`config.mk`:
```
export PLATFORM = sky130hd
export DESIGN_NAME = td4_in_port_flat
export DESIGN_NICKNAME = d
export VERILOG_FILES = /design/src/rtl/td4_pkg.sv /design/src/rtl/td4_in_port_if.sv /design/src/rtl/td4_debounce_bit.sv /design/src/rtl/td4_in_port.sv /design/src/flat_wrapper.sv
export SDC_FILE = /design/constraint.sdc
export NUM_CORES = 1
export LEC_CHECK = 0
export CAP_MARGIN = 25
export CORE_UTILIZATION = 35
export DETAILED_ROUTE_END_ITERATION = 8
export GPL_ROUTABILITY_DRIVEN = 1
export PLACE_DENSITY_LB_ADDON = 0.12
export SETUP_SLACK_MARGIN = 0.05
export SKIP_CTS_REPAIR_TIMING = 1
export SYNTH_ARGS = -nofsm -noshare
export SYNTH_HDL_FRONTEND = slang
export SYNTH_SLANG_ARGS = --single-unit
export TNS_END_PERCENT = 50
```
`constraint.sdc`:
```
create_clock -name clk -period 1.95 [get_ports clk]
set_clock_uncertainty 0.05 [all_clocks]
set_input_delay 0.4875 -clock clk [delete_from_list [all_inputs] [get_ports clk]]
set_output_delay 0.4875 -clock clk [all_outputs]
set_load 0.1 [all_outputs]
```
`src/rtl/td4_pkg.sv`:
```
// td4_pkg: shared constants and debounce state type for the TD4 input port
package td4_pkg;
    localparam int PORT_W = 4;
    localparam int DB_CYCLES_DEF = 250000;
    localparam int CNT_W_DEF = 18;
    typedef enum logic {STABLE, COUNT} db_state_t;
endpackage

```
`src/rtl/td4_in_port_if.sv`:
```
// td4_in_port_if: switch/tick/clear inputs and conditioned outputs of the input port
interface td4_in_port_if;
    import td4_pkg::*;
    logic [PORT_W-1:0] sw;
    logic [PORT_W-1:0] clr;
    logic [PORT_W-1:0] in_val;
    logic [PORT_W-1:0] rise;
    logic              tick;
    logic              changed;
    modport master (output sw, clr, tick, input in_val, rise, changed);
    modport slave (input sw, clr, tick, output in_val, rise, changed);
endinterface

```
`src/rtl/td4_debounce_bit.sv`:
```
// td4_debounce_bit: two-flop synchronizer plus counter debounce for one switch line
module td4_debounce_bit
    import td4_pkg::*;
#(
    parameter int DB_CYCLES = DB_CYCLES_DEF,
    parameter int CNT_W     = CNT_W_DEF
) (
    input  logic clk,
    input  logic rst,
    input  logic sw,
    output logic stable,
    output logic toggle
);
    localparam logic [CNT_W-1:0] LAST = CNT_W'(DB_CYCLES - 1);
    logic             s1;
    logic             s2;
    db_state_t        state;
    logic [CNT_W-1:0] cnt;
    // entering COUNT already accounts for the first differing sample
    always_ff @(posedge clk or negedge rst) begin
        if (!rst) begin
            s1     <= 1'b0;
            s2     <= 1'b0;
            stable <= 1'b0;
            toggle <= 1'b0;
            state  <= STABLE;
            cnt    <= '0;
        end else begin
            s1     <= sw;
            s2     <= s1;
            toggle <= 1'b0;
            if (state == STABLE) begin
                if (s2 != stable) begin
                    state <= COUNT;
                    cnt   <= CNT_W'(1);
                end
            end else if (s2 == stable) begin
                state <= STABLE;
                cnt   <= '0;
            end else if (cnt == LAST) begin
                stable <= ~stable;
                toggle <= 1'b1;
                state  <= STABLE;
                cnt    <= '0;
            end else begin
                cnt <= cnt + 1'b1;
            end
        end
    end
endmodule

```
`src/rtl/td4_in_port.sv`:
```
// td4_in_port: debounced, tick-held 4-bit input with sticky rise flags and change strobe
module td4_in_port
    import td4_pkg::*;
#(
    parameter int DB_CYCLES = DB_CYCLES_DEF,
    parameter int CNT_W     = CNT_W_DEF
) (
    input logic          clk,
    input logic          rst,
    td4_in_port_if.slave port
);
    logic [PORT_W-1:0] stable;
    logic [PORT_W-1:0] tog;
    for (genvar i = 0; i < PORT_W; i++) begin : g_bit
        td4_debounce_bit #(
            .DB_CYCLES(DB_CYCLES),
            .CNT_W    (CNT_W)
        ) u_db (
            .clk   (clk),
            .rst   (rst),
            .sw    (port.sw[i]),
            .stable(stable[i]),
            .toggle(tog[i])
        );
    end
    // tog is high together with the new stable value, so tog & stable marks a 0->1 edge
    always_ff @(posedge clk or negedge rst) begin
        if (!rst) begin
            port.in_val  <= '0;
            port.rise    <= '0;
            port.changed <= 1'b0;
        end else begin
            port.in_val  <= port.tick ? stable : port.in_val;
            port.rise    <= (port.rise & ~port.clr) | (tog & stable);
            port.changed <= |tog;
        end
    end
endmodule

```
`src/flat_wrapper.sv`:
```
// flat-port wrapper written by rule: the top's interface ports become plain ports
module td4_in_port_flat import td4_pkg::*;
#(
    parameter int DB_CYCLES = DB_CYCLES_DEF,
    parameter int CNT_W     = CNT_W_DEF
)
  (clk, rst, port_sw, port_clr, port_tick, port_in_val, port_rise, port_changed);
  td4_in_port_if port_i ();
  input logic clk;
  input logic rst;
  input wire logic [$bits(port_i.sw)-1:0] port_sw;
  input wire logic [$bits(port_i.clr)-1:0] port_clr;
  input wire logic [$bits(port_i.tick)-1:0] port_tick;
  output wire logic [$bits(port_i.in_val)-1:0] port_in_val;
  output wire logic [$bits(port_i.rise)-1:0] port_rise;
  output wire logic [$bits(port_i.changed)-1:0] port_changed;
  assign port_i.sw = port_sw;
  assign port_i.clr = port_clr;
  assign port_i.tick = port_tick;
  assign port_in_val = port_i.in_val;
  assign port_rise = port_i.rise;
  assign port_changed = port_i.changed;
  td4_in_port #(.DB_CYCLES(DB_CYCLES), .CNT_W(CNT_W)) u_core (.clk(clk), .rst(rst), .port(port_i));
endmodule
```
==> flow_summary_export.csv, run 1 <==
group,metric,value,unit
clock_tree,cts_tree,"built",
sta,post-route-min-period,2.01,ns
clock_tree,cts_sinks,101,
synth,synth_top_family_by_area,"simple AND/OR/NAND/NOR gates",
cells_and_area,areaGrowthSynthToFinish,32.1,%
routing,vias,4562,
sta,min_period_over_period,103,%
worst_hold_path,hold_path_class,"in -> async",
synth,yosysWarningCount,0,
power_and_ir_drop,vdd_drop_max,0.451,mV
synth,yosysUniqueCellTypes,53,
floorplan,die_w,124,um
clock_tree,path_clk_slew,0.07,ns
floorplan,fp.coreArea,0.0145,mm2
placement,hpwl,9.07,mm
worst_setup_path,cp.depth,6,
routing,remaining_drc_errors,0,
synth,dominantRegCellSynth,"dfrtp_1",
synth,syn_inst,549,
worst_setup_path,worstRegToRegCells,6,
sta,final-hold-violation-count,0,
worst_setup_path,path_max_fanout,4,
grt,grt_pass1_vias,4439,
grt,track_usage,18.2,%
synth,synth_xor_area_share,0.847,%
routing,wl_per_cell,15.6,um
cells_and_area,diodes,0,
synth,syn_area,0.00517,mm2
sta,finalSetupViolCount,15,
floorplan,ios,20,
flow_run,maxCapViolCount,0,
floorplan,fp.dieArea,0.0153,mm2
routing,viasPerCell,5.46,
routing,drt_iter0_drc,215,
clock_tree,root_buffer,"clkbuf_16",
sta,tightest_slew,0.527,ns
worst_setup_path,cp_slowest_cell,"or4_4",
sta,drv_slew,0,
clock_tree,ctsLongestPathBuffers,2,
power_and_ir_drop,pwr_density_cell,663,mW/mm2
cells_and_area,final_area,0.00683,mm2
worst_setup_path,path_buf_inv,1,
worst_setup_path,critPathRequiredTime,2.13,ns
power_and_ir_drop,pwr-share-seq,47.9,%
worst_setup_path,r2r_setup_slack,-0.06,ns
synth,synthAdderAreaFrac,0.968,%
synth,seq_area_frac_synth,48.9,%
status,status,"finished with violations",
grt,grt_max_degree,30,
power_and_ir_drop,switching_power,0.00103,W
clock_tree,clkLatencyLatePin,0.35,ns
placement,port_buffers,19,
power_and_ir_drop,power_leakage,3.04,nW
synth,yosys-mux-area-fraction,2.73,%
worst_setup_path,worstPathCellList,"or4_4, or3_4, o21ai_4, buf_4, o22a_1, o21ai_0",
cells_and_area,fill_cells,1376,
synth,synth_area_leaders,"dfrtp_1 49%, nand3_1 4.5%, nand2_1 4.4%",
floorplan,num_rows,44,
synth,synth-simple-area-share,27.9,%
power_and_ir_drop,pwr-share-comb,8.3,%
synth,yosys.area.top_type,"dfrtp_1",
cells_and_area,layout_commonest_cell,"dfrtp_1",
power_and_ir_drop,swShare,22.7,%
synth,async_flop_share,100,%
placement,dp_slack,-0.0537,ns
sta,clock.fmax,0.498,GHz
synth,syn_area_per_cell,9.42,um2
worst_setup_path,crit_arrival,2.18,ns
cells_and_area,drive_gt1_share,24.4,%
clock_tree,cts_made_buffers,9,
cells_and_area,nets,662,
routing,final_antenna_net_count,0,
floorplan,initial_core_util,35.7,%
worst_setup_path,cpLargestDelayFamily,"simple AND/OR/NAND/NOR gates",
grt,antenna_found_initial,0,
placement,finalWeightedCongestion,0.837,
status,violations,"negative setup slack",
synth,synth_fp_nets,564,
routing,firstDrtPassIters,4,
synth,yosysTopAreaCellShare,48.9,%
power_and_ir_drop,power_frac_clock,43.8,%
worst_setup_path,end_kind,"flop",
synth,synth_compound_area_share,16.0,%
clock_tree,h-tree-depth,3,
worst_setup_path,critical_path_class,"reg -> reg",
placement,placed_area,0.00623,mm2
sta,grt_setup_unrepaired,"true",
sta,fin_ws,-0.0569,ns
floorplan,fp.dieH,124,um
routing,drt-total-wl,13.0,mm
sta,fin_setup_tns,-0.329,ns
grt,gr-total-overflow,0,
worst_setup_path,worstSetupStartpointType,"flop",
power_and_ir_drop,p_int,0.00350,W
synth,synth_edf_count,0,
synth,ys_seq_elements,101,
sta,maxSlewHeadroom,64.6,%
grt,grt_first_pass_wirelength,21.6,mm
worst_setup_path,slowest_delay,0.54,ns
cells_and_area,layout_common_cells,"101 x dfrtp_1, 67 x buf_4, 61 x nand2_1, 45 x nand3_1, 30 x nor2_1",
[flip-flops by register name, indices dropped and copies added (netlist names)]
signal / flops
u_core.port.in_val: 4
u_core.g_bit.u_db.cnt: 72
u_core.g_bit.u_db.s2: 4
u_core.g_bit.u_db.toggle: 4
u_core.g_bit.u_db.state: 4
u_core.port.changed: 1
u_core.port.rise: 4
u_core.g_bit.u_db.stable: 4
u_core.g_bit.u_db.s1: 4
[power by group through the flow]
stage | clock network [W] | registers (W) | logic, W
CTS | 0.00207 | 0.00217 | 0.000344
floorplan | 0 | 0.00220 | 0.000161
global placement | 0 | 0.00221 | 0.000335
detailed placement | 0 | 0.00221 | 0.000342
finish | 0.00198 | 0.00217 | 0.000377
global route | 0.00213 | 0.00217 | 0.000427
[per-layer routing]
metal	GRT usage, %	vias to the layer above	share of wire (%)
met4	5.72	0	1.1
met5	0	-	0
met1	24.3	2224	48
met2	29.5	85	48
met3	3.83	14	3.5
li1	-	2239	-
[through the flow]
step                std cells  power, W  hold WS [ns]  utilization, %
global route              836   0.00473        0.0350            47.2
detailed placement        810   0.00255         0.300            43.1
global placement          809   0.00254         0.283            43.0
finish                    836   0.00453        0.0165            47.2
floorplan                 549   0.00237         0.142               -
CTS                       826   0.00458        0.0183            45.3
[path summary, 6_finish.rpt]
check,endpoint,startpoint
hold reg to reg,u_core.g_bit[2].u_db.s2,u_core.g_bit[2].u_db.s1
setup reg to reg,u_core.g_bit[1].u_db.cnt[7],u_core.g_bit[1].u_db.cnt[10]
hold / removal,u_core.g_bit[0].u_db.cnt[7],rst
setup / recovery,u_core.g_bit[1].u_db.cnt[7],u_core.g_bit[1].u_db.cnt[10]
max in group asynchronous,u_core.g_bit[2].u_db.cnt[2],rst
min in group clk,u_core.g_bit[2].u_db.s2,u_core.g_bit[2].u_db.s1
[worst reg2reg max path, delay by kind of cell (launching register included)]
kind,cells,cell delay (ns)
and+or+nand+nor,2,0.93
DFF,1,0.37
AOI/OAI and AO/OA,3,0.39
buffers and inverters,1,0.14
[synthesized netlist by cell type (4+ instances only)]
library cell / number
nor2b_1: 4
nor2_1: 32
nand3_1: 47
o21ai_1: 7
and3_1: 13
o211ai_1: 7
a21o_1: 17
inv_1: 18
clkbuf_1: 8
ha_1: 4
dfrtp_1: 101
or3_1: 14
a22o_1: 9
o31ai_1: 9
o21ai_0: 39
nor3_1: 15
nand2b_1: 7
or4_1: 10
nand2_1: 61
and2_1: 12
mux2i_1: 4
mux2_2: 9
nand4_1: 22
a21oi_1: 17
nor4_1: 17
[cell families after synthesis]
logic type,after synthesis
xor gates and xnor gates,5
and+or+nand+nor,270
AOI/OAI and AO/OA,125
buffers and inverters,31
adders and majority gates,4
muxes,13
DFF,101
[layout make-up]
| cell class | count | area [um2] | share of cell area [%] |
|---|---|---|---|
| sequential | 101 | 2530 | 37.0 |
| clock buffer | 12 | 256 | 3.76 |
| inverter | 18 | 67.6 | 0.989 |
| multi-input combinational | 419 | 2700 | 39.5 |
| timing repair buffer | 98 | 977 | 14.3 |
| tap | 184 | 230 | 3.37 |
| clock inverter | 4 | 70.1 | 1.03 |
No activity file was read; power rests on OpenSTA's default activity.
==> inputs of run 2 (changes only) <==
--- a/config.mk
+++ b/config.mk
@@ -6,7 +6,8 @@
 export NUM_CORES = 1
 export LEC_CHECK = 0
 export CAP_MARGIN = 25
-export CORE_UTILIZATION = 35
+export CORE_UTILIZATION = 40
+export CTS_CLUSTER_DIAMETER = 200
 export DETAILED_ROUTE_END_ITERATION = 8
 export GPL_ROUTABILITY_DRIVEN = 1
 export PLACE_DENSITY_LB_ADDON = 0.12
==> run 2 against run 1 <==
The flow still finishes with violations (negative setup slack). Clock power up 12%. Clock-buffer cell count decreased by 3. Routed wire length rose by 0.65%. Flip-flop and latch count unchanged. Critical path depth shrank 1. Cell area fell by 0.29%. Global-route usage is 2.5 points higher. First-iteration DRC count grew 25%. Non-clock buffer count fell by 2. Via count about the same. Sequential power is essentially flat. Fmax is 0.39% higher. Largest cell class unchanged. Highest routed layer unchanged.
==> flow_summary_export.csv, run 2 (synthesis gave the netlist of run 1 again) <==
group,metric,value,unit
clock_tree,cts_tree,"built",
cells_and_area,drive_gt1_share,24.4,%
routing,remaining_drc_errors,0,
cells_and_area,layout_common_cells,"101 x dfrtp_1, 66 x buf_4, 61 x nand2_1, 46 x nand3_1, 28 x o21ai_0",
sta,maxSlewHeadroom,64.8,%
routing,viasPerCell,5.55,
worst_setup_path,path_buf_inv,0,
floorplan,initial_core_util,41.0,%
sta,finalSetupViolCount,22,
worst_setup_path,critPathRequiredTime,2.14,ns
sta,final-hold-violation-count,0,
cells_and_area,largest_register,"u_core.g_bit.u_db.cnt",
cells_and_area,diodes,0,
power_and_ir_drop,power_leakage,3.01,nW
status,violations,"negative setup slack",
worst_setup_path,slowest_delay,0.53,ns
worst_setup_path,worstPathCellList,"or4_4, nand4b_4, o21bai_4, o21ai_0, mux2_2",
worst_setup_path,path_max_fanout,6,
sta,clock.fmax,0.500,GHz
placement,dp_slack,-0.0851,ns
floorplan,fp.coreArea,0.0126,mm2
placement,hpwl,9.04,mm
worst_setup_path,cpLargestDelayFamily,"simple AND/OR/NAND/NOR gates",
grt,grt_max_degree,41,
floorplan,die_w,116,um
clock_tree,h-tree-depth,3,
cells_and_area,largest_register_ffs,72,
flow_run,maxCapViolCount,0,
sta,grt_setup_unrepaired,"true",
sta,min_period_over_period,103,%
power_and_ir_drop,pwr_density_cell,698,mW/mm2
floorplan,ios,20,
cells_and_area,layout_commonest_cell,"dfrtp_1",
grt,track_usage,20.7,%
routing,final_antenna_net_count,0,
floorplan,fp.dieH,116,um
placement,port_buffers,19,
grt,grt_pass1_vias,4450,
sta,post-route-min-period,2.00,ns
clock_tree,cts_made_buffers,9,
clock_tree,path_clk_slew,0.07,ns
cells_and_area,areaGrowthSynthToFinish,31.7,%
sta,tightest_slew,0.528,ns
worst_setup_path,r2r_setup_slack,-0.05,ns
cells_and_area,nets,661,
clock_tree,ctsLongestPathBuffers,2,
power_and_ir_drop,vdd_drop_max,0.438,mV
floorplan,fp.dieArea,0.0134,mm2
status,status,"finished with violations",
power_and_ir_drop,power.total,0.00475,W
clock_tree,cts_sinks,101,
routing,wl_per_cell,15.9,um
sta,hold_slack,0.302,ns
grt,gr-total-overflow,0,
placement,finalWeightedCongestion,0.825,
grt,grt_first_pass_wirelength,21.6,mm
floorplan,num_rows,41,
worst_setup_path,worstSetupStartpointType,"flop",
clock_tree,root_buffer,"clkbuf_16",
routing,firstDrtPassIters,4,
worst_setup_path,crit_arrival,2.19,ns
routing,drt_iter0_drc,268,
worst_setup_path,end_kind,"flop",
sta,fin_ws,-0.0491,ns
routing,vias,4565,
clock_tree,clkLatencyLatePin,0.35,ns
sta,drv_slew,0,
worst_setup_path,critical_path_class,"reg -> reg",
worst_hold_path,hold_path_class,"reg -> reg",
routing,drt-total-wl,13.1,mm
grt,antenna_found_initial,0,
worst_setup_path,cp_slowest_cell,"or4_4",
run 2: changes by cell type in the layout (fill, tap and decap cells not counted), sizes merged, moves of 2 or more:
cell    previous run  this run
buf               88        86
bufinv             2         4
clkbuf            13         9
clkinv             2         0
inv               18        20
run 2: metrics by stage:
| stage | setup TNS [ns] | instance area (um2) | cells | utilization (%) |
|---|---|---|---|---|
| CTS | -1.29 | 6550 | 813 | 51.9 |
| global placement | -0.104 | 6170 | 797 | 48.9 |
| detailed placement | -0.857 | 6170 | 797 | 48.9 |
| global route | -2.14 | 6810 | 823 | 54.0 |
| floorplan | -0.00115 | 5200 | 549 | - |
| finish | -0.464 | 6810 | 823 | 54.0 |
run 2: final timing paths:
check,startpoint,to,cells past startpoint
setup / recovery,u_core.g_bit[0].u_db.cnt[10],u_core.g_bit[0].u_db.cnt[14],5
hold / removal,u_core.g_bit[1].u_db.s1,u_core.g_bit[1].u_db.s2,0
setup reg to reg,u_core.g_bit[0].u_db.cnt[10],u_core.g_bit[0].u_db.cnt[14],5
hold reg to reg,u_core.g_bit[1].u_db.s1,u_core.g_bit[1].u_db.s2,0
max in group asynchronous,rst,u_core.g_bit[2].u_db.cnt[16],3
min in group asynchronous,rst,u_core.g_bit[0].u_db.cnt[14],2
run 2: report_power, final:
| group | leakage, nW | switching (W) | internal (W) |
|---|---|---|---|
| Clock | 0.177 | 0.000828 | 0.00139 |
| Combinational | 1.46 | 0.000200 | 0.000162 |
| Sequential | 1.37 | 0.0000357 | 0.00213 |
run 2: final cells by class:
cell class,count,area [um2]
sequential,101,2530
tap,172,215
clock buffer,9,225
inverter,18,67.6
clock inverter,7,145
timing repair buffer,96,917
fill,1181,5810
multi-input combinational,420,2710
run 2: routing by layer:
layer  GRT usage [%]  part of all wire [%]  up-vias
li1                -                     -     2248
met1            27.6                    48     2241
met2            33.8                    48       68
met3            5.33                   3.4        8
met4            5.21                  0.88        0
met5               0                     0        -
==> inputs of run 3 (changes only) <==
--- a/config.mk
+++ b/config.mk
@@ -6,11 +6,11 @@
 export NUM_CORES = 1
 export LEC_CHECK = 0
 export CAP_MARGIN = 25
-export CORE_UTILIZATION = 40
+export CORE_UTILIZATION = 44
 export CTS_CLUSTER_DIAMETER = 200
 export DETAILED_ROUTE_END_ITERATION = 8
 export GPL_ROUTABILITY_DRIVEN = 1
-export PLACE_DENSITY_LB_ADDON = 0.12
+export PLACE_DENSITY_LB_ADDON = 0.2
 export SETUP_SLACK_MARGIN = 0.05
 export SKIP_CTS_REPAIR_TIMING = 1
 export SYNTH_ARGS = -nofsm -noshare
==> run 3 against run 2 <==
Final cell count is 4.4% lower. Fmax down 0.21%. Routed wire length is 3.7% lower. The run still ends with negative setup slack left. Via count grew 0.64%. Largest power group is now registers. Total power shrank 12%. Flip-flop and latch count is the same. Global-route usage rose by 0.89 points. Critical path depth did not move. Worst hold slack gained 0.0041 ns.
==> flow_summary_export.csv, run 3 (synthesis gave the netlist of run 1 again) <==
group,metric,value,unit
floorplan,ios,20,
routing,vias,4594,
floorplan,fp.coreArea,0.0114,mm2
grt,grt_first_pass_wirelength,20.4,mm
grt,antenna_found_initial,0,
worst_setup_path,slowest_delay,0.54,ns
sta,tightest_slew,0.651,ns
sta,finalSetupViolCount,18,
worst_setup_path,crit_arrival,2.20,ns
cells_and_area,layout_common_cells,"99 x dfrtp_1, 61 x nand2_1, 61 x buf_4, 45 x nand3_1",
worst_setup_path,worstPathCellList,"or4_4, nand4b_4, o21bai_2, o21ai_0, a22o_1",
clock_tree,h-tree-depth,3,
routing,wl_per_cell,16.0,um
worst_setup_path,path_max_fanout,5,
floorplan,initial_core_util,45.3,%
worst_setup_path,critPathRequiredTime,2.14,ns
sta,final-hold-violation-count,0,
routing,viasPerCell,5.84,
cells_and_area,layout.cells.non_filler,787,
worst_hold_path,hold_path_class,"reg -> reg",
grt,grt_pass1_vias,4288,
placement,dp_slack,-0.114,ns
grt,gr-total-overflow,0,
routing,drt_iter0_drc,251,
status,violations,"negative setup slack",
routing,remaining_drc_errors,0,
worst_setup_path,r2r_setup_slack,-0.05,ns
cells_and_area,nets,654,
status,status,"finished with violations",
power_and_ir_drop,swShare,24.4,%
sta,hold_slack,0.306,ns
power_and_ir_drop,pwr-share-comb,8.8,%
sta,min_period_over_period,103,%
power_and_ir_drop,power_leakage,2.94,nW
power_and_ir_drop,power.total,0.00418,W
cells_and_area,diodes,0,
floorplan,die_w,110,um
sta,drv_slew,0,
cells_and_area,areaGrowthSynthToFinish,28.7,%
grt,track_usage,21.6,%
cells_and_area,largest_register_ffs,72,
power_and_ir_drop,switching_power,0.00102,W
cells_and_area,layout_commonest_cell,"dfrtp_1",
worst_setup_path,critical_path_class,"reg -> reg",
worst_setup_path,cp_slowest_cell,"or4_4",
floorplan,num_rows,39,
routing,final_antenna_net_count,0,
power_and_ir_drop,pwr_density_cell,628,mW/mm2
cells_and_area,drive_gt1_share,24.1,%
sta,clock.fmax,0.499,GHz
worst_setup_path,worstSetupStartpointType,"flop",
floorplan,fp.dieArea,0.0122,mm2
clock_tree,clkLatencyLatePin,0.35,ns
grt,grt_max_degree,31,
clock_tree,ctsLongestPathBuffers,2,
cells_and_area,fill_cells,980,
placement,hpwl,8.61,mm
sta,grt_setup_unrepaired,"true",
worst_setup_path,end_kind,"flop",
flow_run,maxCapViolCount,0,
placement,place_inst,761,
placement,port_buffers,19,
power_and_ir_drop,p_int,0.00316,W
power_and_ir_drop,pwr-share-seq,52.0,%
floorplan,fp.dieH,110,um
sta,post-route-min-period,2.00,ns
sta,fin_setup_tns,-0.438,ns
clock_tree,cts_tree,"built",
routing,drt-total-wl,12.6,mm
clock_tree,root_buffer,"clkbuf_16",
placement,finalWeightedCongestion,0.878,
power_and_ir_drop,power_frac_clock,39.3,%
clock_tree,cts_sinks,101,
cells_and_area,largest_register,"u_core.g_bit.u_db.cnt",
clock_tree,cts_made_buffers,9,
sta,fin_ws,-0.0534,ns
clock_tree,path_clk_slew,0.07,ns
routing,firstDrtPassIters,5,
sta,maxSlewHeadroom,56.4,%
power_and_ir_drop,vdd_drop_max,0.571,mV
run 3: cell types whose count changed in the layout (fill, tap and decap cells not counted), sizes merged:
cell and delta:
bufinv -4, buf -7, inv -2, clkinv +4
clkbuf +2
run 3: final cells by class:
cell class | instances | area [um2] | area share [%]
Multi-Input combinational cell | 420 | 2760 | 41.5
Sequential cell | 101 | 2530 | 38.0
Timing Repair Buffer | 89 | 857 | 12.9
Clock buffer | 11 | 233 | 3.50
Tap cell | 143 | 179 | 2.69
Inverter | 18 | 67.6 | 1.02
Clock inverter | 5 | 27.5 | 0.414
run 3: power by group through the flow:
stage	registers [W]	logic [W]	clock network [W]
6_report	0.00217	0.000366	0.00164
5_1_grt	0.00218	0.000407	0.00178
4_1_cts	0.00217	0.000327	0.00169
3_5_place_dp	0.00221	0.000327	0
3_3_place_gp	0.00221	0.000314	0
2_1_floorplan	0.00220	0.000161	0
run 3: worst paths after layout:
check | start | endpoint | cells after the start
setup / recovery | u_core.g_bit[0].u_db.cnt[10] | u_core.g_bit[0].u_db.cnt[9] | 5
hold / removal | u_core.g_bit[3].u_db.s1 | u_core.g_bit[3].u_db.s2 | 0
setup reg to reg | u_core.g_bit[0].u_db.cnt[10] | u_core.g_bit[0].u_db.cnt[9] | 5
hold reg to reg | u_core.g_bit[3].u_db.s1 | u_core.g_bit[3].u_db.s2 | 0
max in group asynchronous | rst | u_core.g_bit[2].u_db.cnt[10] | 3
min in group asynchronous | rst | u_core.g_bit[0].u_db.cnt[5] | 2
run 3: per-layer routing:
layer	part of all wire [%]	vias up	routed length, um	track usage, %
li1	-	2228	-	-
met1	46	2252	5750	29.3
met2	49	99	6220	34.6
met3	3.8	15	474	5.53
met4	1.3	0	163	5.36
met5	0	-	0	0
run 3: critical path: cells and delay by family (launching register included):
| kind | cells | cell delay, ns |
|---|---|---|
| AO/OA/AOI/OAI | 3 | 0.70 |
| flip-flops | 1 | 0.38 |
| AND/OR/NAND/NOR | 2 | 0.76 |
run 3: per-stage QoR:
stage | utilization, % | area, um2
after floorplan | - | 5200
after global placement | 53.2 | 6080
after detailed placement | 53.3 | 6090
after CTS | 55.6 | 6350
after global routing | 58.3 | 6650
final | 58.3 | 6650
